===== src/rtl/mcu_audio_pkg.sv =====
// Shared sample types and helpers for the sound-MCU audio path.
package mcu_audio_pkg;

    typedef logic signed [7:0]  s8_t;
    typedef logic signed [15:0] s16_t;

    localparam logic [7:0] S8_SILENCE = 8'h80;

    // Clamp a wide signed intermediate into the 16-bit sample range.
    function automatic s16_t sat16(input logic signed [31:0] x);
        if (x > 32'sd32767) begin
            return 16'sh7fff;
        end
        if (x < -32'sd32768) begin
            return 16'sh8000;
        end
        return 16'(x);
    endfunction

    // Offset-binary DAC byte to two's complement.
    function automatic s8_t to_s8(input logic [7:0] b);
        return {~b[7], b[6:0]};
    endfunction

endpackage


===== src/rtl/mcu_dac_dcblock.sv =====
// Strobe-rate output stage: DC blocker when MCU_DAC_DCBLOCK_EN is defined,
// otherwise a plain output register.
module mcu_dac_dcblock
    import mcu_audio_pkg::*;
#(
    parameter int unsigned DC_SHIFT = 8
) (
    input  logic clk,
    input  logic reset_n,
    input  logic en,
    input  s16_t x,
    output s16_t y,
    output logic valid
);

    if (DC_SHIFT < 1 || DC_SHIFT > 15) begin : g_shift_range
        $error("DC_SHIFT must be 1..15");
    end

`ifdef MCU_DAC_DCBLOCK_EN
    s16_t              x_prev;
    logic signed [31:0] y_next_c;

    // One-pole high-pass: y = x - x_prev + y_prev - y_prev/2^DC_SHIFT.
    assign y_next_c = 32'(x) - 32'(x_prev) + 32'(y) - (32'(y) >>> DC_SHIFT);

    always_ff @(posedge clk or negedge reset_n) begin
        if (!reset_n) begin
            x_prev <= '0;
            y      <= '0;
            valid  <= 1'b0;
        end else begin
            valid <= en;
            if (en) begin
                x_prev <= x;
                y      <= sat16(y_next_c);
            end
        end
    end
`else
    always_ff @(posedge clk or negedge reset_n) begin
        if (!reset_n) begin
            y     <= '0;
            valid <= 1'b0;
        end else begin
            valid <= en;
            if (en) begin
                y <= x;
            end
        end
    end
`endif

endmodule


===== src/rtl/mcu_sample_dac.sv =====
// MCU P1 sample port to mixer: signed conversion, box average, idle ramp, volume/mute.
// Optional DC blocker on the output when MCU_DAC_DCBLOCK_EN is defined.
module mcu_sample_dac
    import mcu_audio_pkg::*;
#(
    parameter int unsigned AVG_LOG2    = 2,
    parameter int unsigned IDLE_CYCLES = 65536,
    parameter int unsigned RAMP_DIV    = 64,
    parameter int unsigned DC_SHIFT    = 8
) (
    input  logic       CLK_32M,
    input  logic       reset_n,
    input  logic       ce_8m,
    input  logic [7:0] sample_in,
    input  logic       sample_strobe,
    input  logic [7:0] volume,
    input  logic       mute,
    output s16_t       sample_out,
    output logic       sample_valid,
    output logic       active
);

    localparam int unsigned ACC_W  = 8 + AVG_LOG2;
    localparam int unsigned AVG_N  = 1 << AVG_LOG2;
    localparam int unsigned CNT_W  = AVG_LOG2 + 1;
    localparam int unsigned IDLE_W = $clog2(IDLE_CYCLES + 1);
    localparam int unsigned RAMP_W = $clog2(RAMP_DIV + 1);

    if (AVG_LOG2 < 1 || AVG_LOG2 > 4) begin : g_avg_range
        $error("AVG_LOG2 must be 1..4");
    end
    if (IDLE_CYCLES < 1 || RAMP_DIV < 1) begin : g_idle_range
        $error("IDLE_CYCLES and RAMP_DIV must be at least 1");
    end

    logic [7:0]              in_q;
    s8_t                     held;
    logic [IDLE_W-1:0]       idle_cnt;
    logic [RAMP_W-1:0]       ramp_cnt;
    logic signed [ACC_W-1:0] acc;
    logic [CNT_W-1:0]        add_cnt;
    s8_t                     avg8;
    logic                    change_c;
    s16_t                    prod_c;
    s16_t                    scaled_c;
    logic                    blk_en_c;
    s16_t                    blk_x_c;

    assign change_c = ce_8m && (sample_in != in_q);

    // Input capture, activity tracking and idle ramp of the held value.
    always_ff @(posedge CLK_32M or negedge reset_n) begin
        if (!reset_n) begin
            in_q     <= S8_SILENCE;
            held     <= '0;
            idle_cnt <= '0;
            ramp_cnt <= '0;
            active   <= 1'b0;
        end else if (ce_8m) begin
            in_q <= sample_in;
            if (change_c) begin
                held     <= to_s8(sample_in);
                idle_cnt <= '0;
                ramp_cnt <= '0;
                active   <= 1'b1;
            end else begin
                if (idle_cnt != IDLE_W'(IDLE_CYCLES)) begin
                    idle_cnt <= idle_cnt + IDLE_W'(1);
                    if (idle_cnt == IDLE_W'(IDLE_CYCLES - 1)) begin
                        active <= 1'b0;
                    end
                end
                if (active) begin
                    ramp_cnt <= '0;
                end else if (ramp_cnt == RAMP_W'(RAMP_DIV - 1)) begin
                    ramp_cnt <= '0;
                    if (held > 0) begin
                        held <= held - 8'sd1;
                    end else if (held < 0) begin
                        held <= held + 8'sd1;
                    end
                end else begin
                    ramp_cnt <= ramp_cnt + RAMP_W'(1);
                end
            end
        end
    end

    // Box average: a full window is published on the following tick, which also starts the next one.
    always_ff @(posedge CLK_32M or negedge reset_n) begin
        if (!reset_n) begin
            acc     <= '0;
            add_cnt <= '0;
            avg8    <= '0;
        end else if (ce_8m) begin
            if (add_cnt == CNT_W'(AVG_N)) begin
                avg8    <= 8'(acc >>> AVG_LOG2);
                acc     <= ACC_W'(held);
                add_cnt <= CNT_W'(1);
            end else begin
                acc     <= acc + ACC_W'(held);
                add_cnt <= add_cnt + CNT_W'(1);
            end
        end
    end

    // Full-range product fits 16 bits: -128*255 .. 127*255.
    assign prod_c   = 16'(avg8) * 16'($signed({1'b0, volume}));
    assign scaled_c = mute ? '0 : prod_c;

`ifdef MCU_DAC_DCBLOCK_EN
    s16_t stage_q;
    logic stage_v;

    always_ff @(posedge CLK_32M or negedge reset_n) begin
        if (!reset_n) begin
            stage_q <= '0;
            stage_v <= 1'b0;
        end else begin
            stage_v <= sample_strobe;
            if (sample_strobe) begin
                stage_q <= scaled_c;
            end
        end
    end

    assign blk_en_c = stage_v;
    assign blk_x_c  = stage_q;
`else
    assign blk_en_c = sample_strobe;
    assign blk_x_c  = scaled_c;
`endif

    mcu_dac_dcblock #(
        .DC_SHIFT (DC_SHIFT)
    ) u_dcblock (
        .clk     (CLK_32M),
        .reset_n (reset_n),
        .en      (blk_en_c),
        .x       (blk_x_c),
        .y       (sample_out),
        .valid   (sample_valid)
    );

endmodule

===== config.mk =====
export PLATFORM = sky130hd
export DESIGN_NAME = mcu_sample_dac
export DESIGN_NICKNAME = d
export VERILOG_FILES = /design/src/rtl/mcu_audio_pkg.sv /design/src/rtl/mcu_dac_dcblock.sv /design/src/rtl/mcu_sample_dac.sv
export SDC_FILE = /design/constraint.sdc
export NUM_CORES = 1
export LEC_CHECK = 0
export ABC_AREA = 1
export BUFFER_PORTS_ARGS = -buffer_cell sky130_fd_sc_hd__buf_2
export CORE_AREA = 8 8 122 124
export DETAILED_ROUTE_END_ITERATION = 10
export DIE_AREA = 0 0 130 132
export GPL_TIMING_DRIVEN = 0
export PLACE_DENSITY = 0.72
export RECOVER_POWER = 100
export SYNTH_ARGS = -nofsm -noshare
export SYNTH_HDL_FRONTEND = slang
export SYNTH_SLANG_ARGS = --single-unit

===== constraint.sdc =====
create_clock -name CLK_32M -period 6.7 [get_ports CLK_32M]
set_input_delay 1.34 -clock CLK_32M [delete_from_list [all_inputs] [get_ports CLK_32M]]
set_output_delay 1.34 -clock CLK_32M [all_outputs]
set_load 0.03 [all_outputs]

==> results.toml, run 1 <==
[run_status]
outcome = "complete, but fails checks"
violations = "capacitance limit, slew limit"

[pwr]
powerDensity_nw_per_um2 = 476
p_switching_w = 0.00186
peakVddDrop_mv = 0.281
switching_share_pct = 51.7
p_clk_share_pct = 13.0
cellLeakagePower_nw = 4.19
sequentialPowerShare_pct = 19.1
p_comb_share_pct = 67.9
internal_power_w = 0.00174
power_w = 0.00360

[cts]
clk_latency_ns = 0.35
cts_max_level = 3
cts_tree = "done"
post-cts-setup-buffer-count = 0
cts_resized = 0
clk_pin_slew_ns = 0.06
clock-sinks = 79
cts-buffers-inserted = 9
clock_path_buffers = 2
hold_buffers = 0
cts_root_buffer = "clkbuf_16"

[synthesis]
syn_area_um2 = 6980
ys_types = 39
synth_seq_cells = 79
yosys_warnings = 0
syn_nets = 1076
synth_cells = 955
synth_seq_area_share_pct = 28.4
syn_area_per_cell_um2 = 7.30
synth-async-reset-ratio_pct = 100
synth-edff-count = 0
ys_dominant_reg_cell = "dfrtp_1"

[floorplan]
die_h_um = 132
core_area_um2 = 13000
rows = 42
die_w_um = 130
start_util_pct = 53.7
die_area_um2 = 17200
io_pins = 39

[placement]
routabilityCongestion = 0.870
hpwl_um = 11800
portBuffers = 29
dpl_worst_slack_ns = 1.15

[route]
drt_iter0_markers = 347
drcViolationCount = 0
drt-pass1-iter-count = 5
route.vias.total = 5950
routedWlPerCell_um = 13.0
vias_per_cell = 5.06
routed_wl_um = 15300
ant_nets = 0

[timing]
relSlewSlack_pct = -154
period_needed_ns = 5.17
max_freq_mhz = 193
hold_viol = 0
rsz0062_at_grt = "no"
tightest_slew_ns = 3.81
period_share_pct = 77.2
worst_slack_ns = 1.53
finClkSkew_ns = 0.00816
setup-violations-final = 0
tns_ns = 0
maxSlewViolCount = 72

[global_routing]
grt_antenna_before_repair = 0
grt_pass1_vias = 5746
track_usage_pct = 19.0
gr-total-overflow = 0
grt_first_pass_wirelength_um = 26300
grt_max_degree = 72

[worst_setup_path]
crit_type = "in2reg"
crit_arrival_ns = 5.42
cp-start-kind = "primary input"
cp-end-kind = "flop"
required_ns = 6.94
rr_startpoint = "avg8[7]$_DFFE_PN0P_"
r2r_end = "u_dcblock.y[14]$_DFFE_PN0P_"
path_max_fanout = 8
rr_worst_depth = 16
r2r_slack_ns = 2.05

[worst_hold_path]
hold_depth = 2
hp-start = "u_dcblock.y[13]$_DFFE_PN0P_"
hold-path-endpoint = "u_dcblock.y[13]$_DFFE_PN0P_"
hold_class = "reg2reg"

[job]
cap_violations = 1

[layout]
drive_gt1_share_pct = 4.30
antennaDiodeCount = 0
nets = 1117
synthToLayoutAreaGrowth_pct = 8.47
-- how the worst max path moves through the flow --
stage | startpoint | endpoint | slack [ns] | depth (start not counted)
final | volume[0] | u_dcblock.y[14]$_DFFE_PN0P_ | 1.53 | 16
after CTS | volume[0] | u_dcblock.y[14]$_DFFE_PN0P_ | 1.54 | 16
after global placement | volume[0] | u_dcblock.y[14]$_DFFE_PN0P_ | 1.26 | 16
after floorplan | volume[0] | u_dcblock.y[14]$_DFFE_PN0P_ | 1.59 | 16
after detailed placement | volume[0] | u_dcblock.y[14]$_DFFE_PN0P_ | 1.15 | 16
after global routing | reset_n | held[3]$_DFFE_PN0P_ | 0.92 | 2
-- sequential cells by signal, summed over array words and instances (netlist names) --
| name | flops |
|---|---|
| acc | 10 |
| active | 1 |
| add_cnt | 3 |
| avg8 | 8 |
| held | 8 |
| idle_cnt | 17 |
| in_q | 8 |
| ramp_cnt | 7 |
| u_dcblock.valid | 1 |
| u_dcblock.y | 16 |
-- synth_stat cells, drive strengths merged, types with 14 or more instances --
library cell	count	area share (%)
a21oi	26	2.0
o21ai	48	3.4
nand2	278	15
fa	39	11
nand3	75	5.5
ha	61	11
nand4	14	1.3
xor2	16	2.0
nor2	55	3.0
dfrtp	78	28
inv	183	9.8
clkbuf	20	1.1
-- critical path, cell delays in order --
cell and delay [ns]:
clkbuf_1 0.20, or2_2 0.36, fa_1 0.51, fa_1 0.55, inv_1 0.06, fa_1 0.52
inv_1 0.06, fa_1 0.55, inv_1 0.07, ha_1 0.37, a21oi_1 0.21, nor2_1 0.08
o21ai_0 0.25, nand4_1 0.12, nand3_1 0.11, nand2_1 0.06
-- power by group through the flow --
stage          sequential, W  clock [W]  combinational [W]
2_1_floorplan       0.000736          0            0.00185
3_3_place_gp        0.000691          0            0.00241
3_5_place_dp        0.000696          0            0.00246
4_1_cts             0.000687   0.000478            0.00248
5_1_grt             0.000702   0.000501            0.00286
6_report            0.000688   0.000468            0.00244
-- per-stage QoR --
| stage | util [%] | hold slack [ns] | cells | instance area [µm²] |
|---|---|---|---|---|
| after floorplan | - | 0.462 | 955 | 6980 |
| after global placement | 56.6 | 0.462 | 1160 | 7340 |
| after detailed placement | 56.8 | 0.465 | 1161 | 7370 |
| after CTS | 59.0 | 0.483 | 1177 | 7650 |
| after global routing | 58.3 | 0.508 | 1177 | 7570 |
| final | 58.3 | 0.480 | 1177 | 7570 |
-- area by class of cell --
type / count / area (µm²)
Sequential cell: 79 / 1980
Multi-Input combinational cell: 660 / 4150
Inverter: 186 / 698
Fill cell: 1250 / 5410
Buffer: 30 / 115
Timing Repair Buffer: 30 / 124
Clock inverter: 7 / 56.3
Clock buffer: 9 / 225
Tap cell: 176 / 220
-- metal layers --
metal / global-route usage (%) / up-vias / part of all wire [%]
li1: - / 3049 / -
met1: 23.8 / 2770 / 45
met2: 31.8 / 106 / 49
met3: 3.56 / 25 / 3.9
met4: 6.33 / 0 / 1.7
met5: 0 / - / 0
-- placed cells by master (no fill, tap or decap), types with 2 or more instances in the layout --
cell and count:
nand2_1 277, inv_1 177, dfrtp_1 78, nand3_1 74, ha_1 61, nor2_1 54
clkbuf_1 49, o21ai_0 47, fa_1 39, a21oi_1 26, xor2_1 16, nand4_1 14
xnor2_1 11, buf_2 11, clkbuf_16 9, nor3_1 6, inv_2 5, nand3b_1 5
a22oi_1 5, clkinv_1 4, or2_2 4, a22o_1 4, nor3_2 3, o21bai_1 3
clkinv_4 3, o211ai_1 2, inv_6 2
-- cell families after synthesis --
kind of cell	count (synthesis)	synth area share (%)
AOI/OAI and AO/OA	92	7.50
and+or+nand+nor	441	26.7
DFF	79	28.4
adders and majority gates	100	22.1
xor gates and xnor gates	27	3.39
buffers and inverters	216	11.9
(Power assumes the default switching activity.)
==> run 2: changes to the inputs <==
--- a/config.mk
+++ b/config.mk
@@ -5,13 +5,13 @@
 export SDC_FILE = /design/constraint.sdc
 export NUM_CORES = 1
 export LEC_CHECK = 0
-export ABC_AREA = 1
+export ABC_AREA = 0
 export BUFFER_PORTS_ARGS = -buffer_cell sky130_fd_sc_hd__buf_2
-export CORE_AREA = 8 8 122 124
+export CORE_AREA = 8 8 117 119
 export DETAILED_ROUTE_END_ITERATION = 10
-export DIE_AREA = 0 0 130 132
+export DIE_AREA = 0 0 125 127
 export GPL_TIMING_DRIVEN = 0
-export PLACE_DENSITY = 0.72
+export PLACE_DENSITY = 0.75
 export RECOVER_POWER = 100
 export SYNTH_ARGS = -nofsm -noshare
 export SYNTH_HDL_FRONTEND = slang
==> constraint.sdc (replaced) <==
create_clock -name CLK_32M -period 4.3 [get_ports CLK_32M]
set_input_delay 0.86 -clock CLK_32M [delete_from_list [all_inputs] [get_ports CLK_32M]]
set_output_delay 0.86 -clock CLK_32M [all_outputs]
set_load 0.03 [all_outputs]
==> run 2 against run 1 <==
The run still ends with capacitance limit, slew limit left; first-iteration DRC count down 24%; register-to-register slack worse by 1.9 ns; final cell count down 25%; critical path depth unchanged; sequential share of layout area up 1.2 points; non-clock buffer count down 2; die area down 7.5%; design area down 4.2%; sequential cell count unchanged; worst setup slack worse by 1.5 ns; critical endpoint is now u_dcblock.y[11]$_DFFE_PN0P_; largest cell class unchanged; highest routed layer unchanged.
==> results.toml, run 2 <==
[floorplan]
die_h_um = 127
die_area_um2 = 15900
io_pins = 39
rows = 40
start_util_pct = 54.2
die_w_um = 125
core_area_um2 = 11800

[route]
routed_wl_um = 14100
routedWlPerCell_um = 16.0
route.vias.total = 5005
drt_iter0_markers = 263
drt-pass1-iter-count = 4
drcViolationCount = 0
vias_per_cell = 5.69
ant_nets = 0

[timing]
worst_slack_ns = 0.0598
maxSlewViolCount = 75
setup-violations-final = 0
relSlewSlack_pct = -20.7
tightest_slew_ns = 1.81
whs_ns = 0.368
hold_viol = 0
rsz0062_at_grt = "yes"
max_freq_mhz = 236
period_needed_ns = 4.24
finClkSkew_ns = 0.00859
period_share_pct = 98.6

[worst_setup_path]
crit_buf_inv = 4
crit_arrival_ns = 4.45
crit_top_cell = "fa_1"
path_max_fanout = 8
crit_family = "adder cells"
cp-start-kind = "primary input"
cp-end-kind = "flop"
crit_type = "in2reg"
cp_slowest_stage_delay_ns = 0.50
required_ns = 4.51
crit_slowest_cell = "fa_1"
worstPathCellList = "buf_4 -> nand2b_4 -> fa_1 -> fa_1 -> inv_1 -> fa_1 -> inv_1 -> fa_1 -> inv_2 -> ha_4 -> nand2_4 -> o32ai_4 -> o21ai_2 -> o21ai_1 -> xnor2_1 -> o22ai_1"

[synthesis]
ys_types = 59
synth_cells = 673
syn_nets = 794
netlist.area_leader.share_pct = 30.5
synth-async-reset-ratio_pct = 100
synth_seq_cells = 79
netlist_top_cells_count = "inv_1 (86), dfrtp_1 (78), ha_1 (61)"
syn_area_um2 = 6400
syn_area_per_cell_um2 = 9.51
yosys_warnings = 0
yosysMostFrequentCell = "inv_1"
ys_dominant_reg_cell = "dfrtp_1"
synthTopCellsByArea = "dfrtp_1 (30%), fa_1 (12%), ha_1 (12%)"
synth_seq_area_share_pct = 30.9
synth.largest_area_cell = "dfrtp_1"
synth-edff-count = 0

[job]
cap_violations = 1

[cts]
cts_root_buffer = "clkbuf_16"
cts_tree = "done"
cts-buffers-inserted = 9
clock_path_buffers = 2
clk_pin_slew_ns = 0.06
hold_buffers = 0
clock-sinks = 79
clk_latency_ns = 0.34
cts_max_level = 3

[global_routing]
track_usage_pct = 18.0
grt_antenna_before_repair = 0
gr-total-overflow = 0
grt_pass1_vias = 5141
grt_max_degree = 75
grt_first_pass_wirelength_um = 23900

[placement]
dpl_worst_slack_ns = -0.454
hpwl_um = 10700
routabilityCongestion = 0.883
portBuffers = 37

[layout]
final_cell_mix = "inv_1 (80), dfrtp_1 (75), ha_1 (57)"
synthToLayoutAreaGrowth_pct = 13.2
drive_gt1_share_pct = 14.3
largest_reg_flops = 17
regMostFlops = "idle_cnt"
nets = 848
antennaDiodeCount = 0
final_common_cell = "inv_1"
largestRegisters = "idle_cnt: 17 flops, u_dcblock.y: 16 flops, acc: 10 flops"

[run_status]
violations = "capacitance limit, slew limit"
outcome = "complete, but fails checks"

[worst_hold_path]
hold_class = "in2async"
==> run 2: changes by cell type after synthesis, moves of 9 or more <==
| cell | before | now |
|---|---|---|
| inv_2 | 9 | 0 |
| nand3_1 | 74 | 12 |
| o22ai_1 | 0 | 11 |
| nor2b_1 | 0 | 11 |
| nor2_1 | 53 | 39 |
| mux2_2 | 0 | 15 |
| clkbuf_1 | 20 | 9 |
| xor2_1 | 16 | 25 |
| and2_1 | 0 | 45 |
| o21ai_1 | 13 | 4 |
| inv_1 | 174 | 86 |
| nand2_1 | 275 | 54 |
==> run 2: logic make-up after synthesis <==
group,after synthesis,share of synthesized area [%]
simple gates,215,17.8
compound gates,121,12.2
buf+inv,101,6.55
fa+ha+maj,100,24.1
flops,79,30.9
xor+xnor,39,5.34
mux,18,3.11
==> run 2: worst paths after layout <==
kind                                    startpoint                           to  slack [ns]  depth (start not counted)
min in group CLK_32M       ramp_cnt[0]$_DFFE_PN0P_      ramp_cnt[0]$_DFFE_PN0P_        0.50                          1
hold / removal                             reset_n   u_dcblock.y[3]$_DFFE_PN0P_        0.37                          1
setup reg to reg               avg8[3]$_DFFE_PN0P_  u_dcblock.y[11]$_DFFE_PN0P_        0.13                         14
max in group asynchronous                  reset_n          avg8[7]$_DFFE_PN0P_        1.76                          2
setup / recovery                         volume[0]  u_dcblock.y[11]$_DFFE_PN0P_        0.06                         16
hold reg to reg            ramp_cnt[0]$_DFFE_PN0P_      ramp_cnt[0]$_DFFE_PN0P_        0.50                          1
==> run 2: per-stage QoR <==
stage               TNS [ns]  cells  utilization, %  area (µm²)
global placement       -2.04    857            57.6        6810
global route          -0.110    879            61.4        7250
finish                     0    879            61.4        7250
CTS                        0    874            60.9        7190
detailed placement     -2.60    858            57.9        6840
floorplan                  0    673               -        6440
==> run 2: routing by layer <==
metal	GRT usage (%)	routed length [µm]	share of wire, %
met1	21.5	5990	43
met2	31.9	7210	51
met3	3.87	624	4.4
met4	5.59	233	1.7
met5	0	0	0
==> run 2: layout make-up <==
type,instances,area (µm²)
Multi-Input combinational cell,493,4140
Tap cell,147,184
Clock buffer,11,243
Clock inverter,5,57.6
Sequential cell,79,1980
Fill cell,975,4560
Timing Repair Buffer,43,251
Inverter,86,327
Buffer,15,65.1
==> run 2: what timing repair did <==
item,in CTS,in global routing
setup buffers,0,5
gates resized for setup,11,40
pin swaps,6,31
setup endpoints to repair,4,6
Power of run 2 is not shown: default switching activity piles up to over one toggle a cycle in this logic, so the estimate is an artifact.
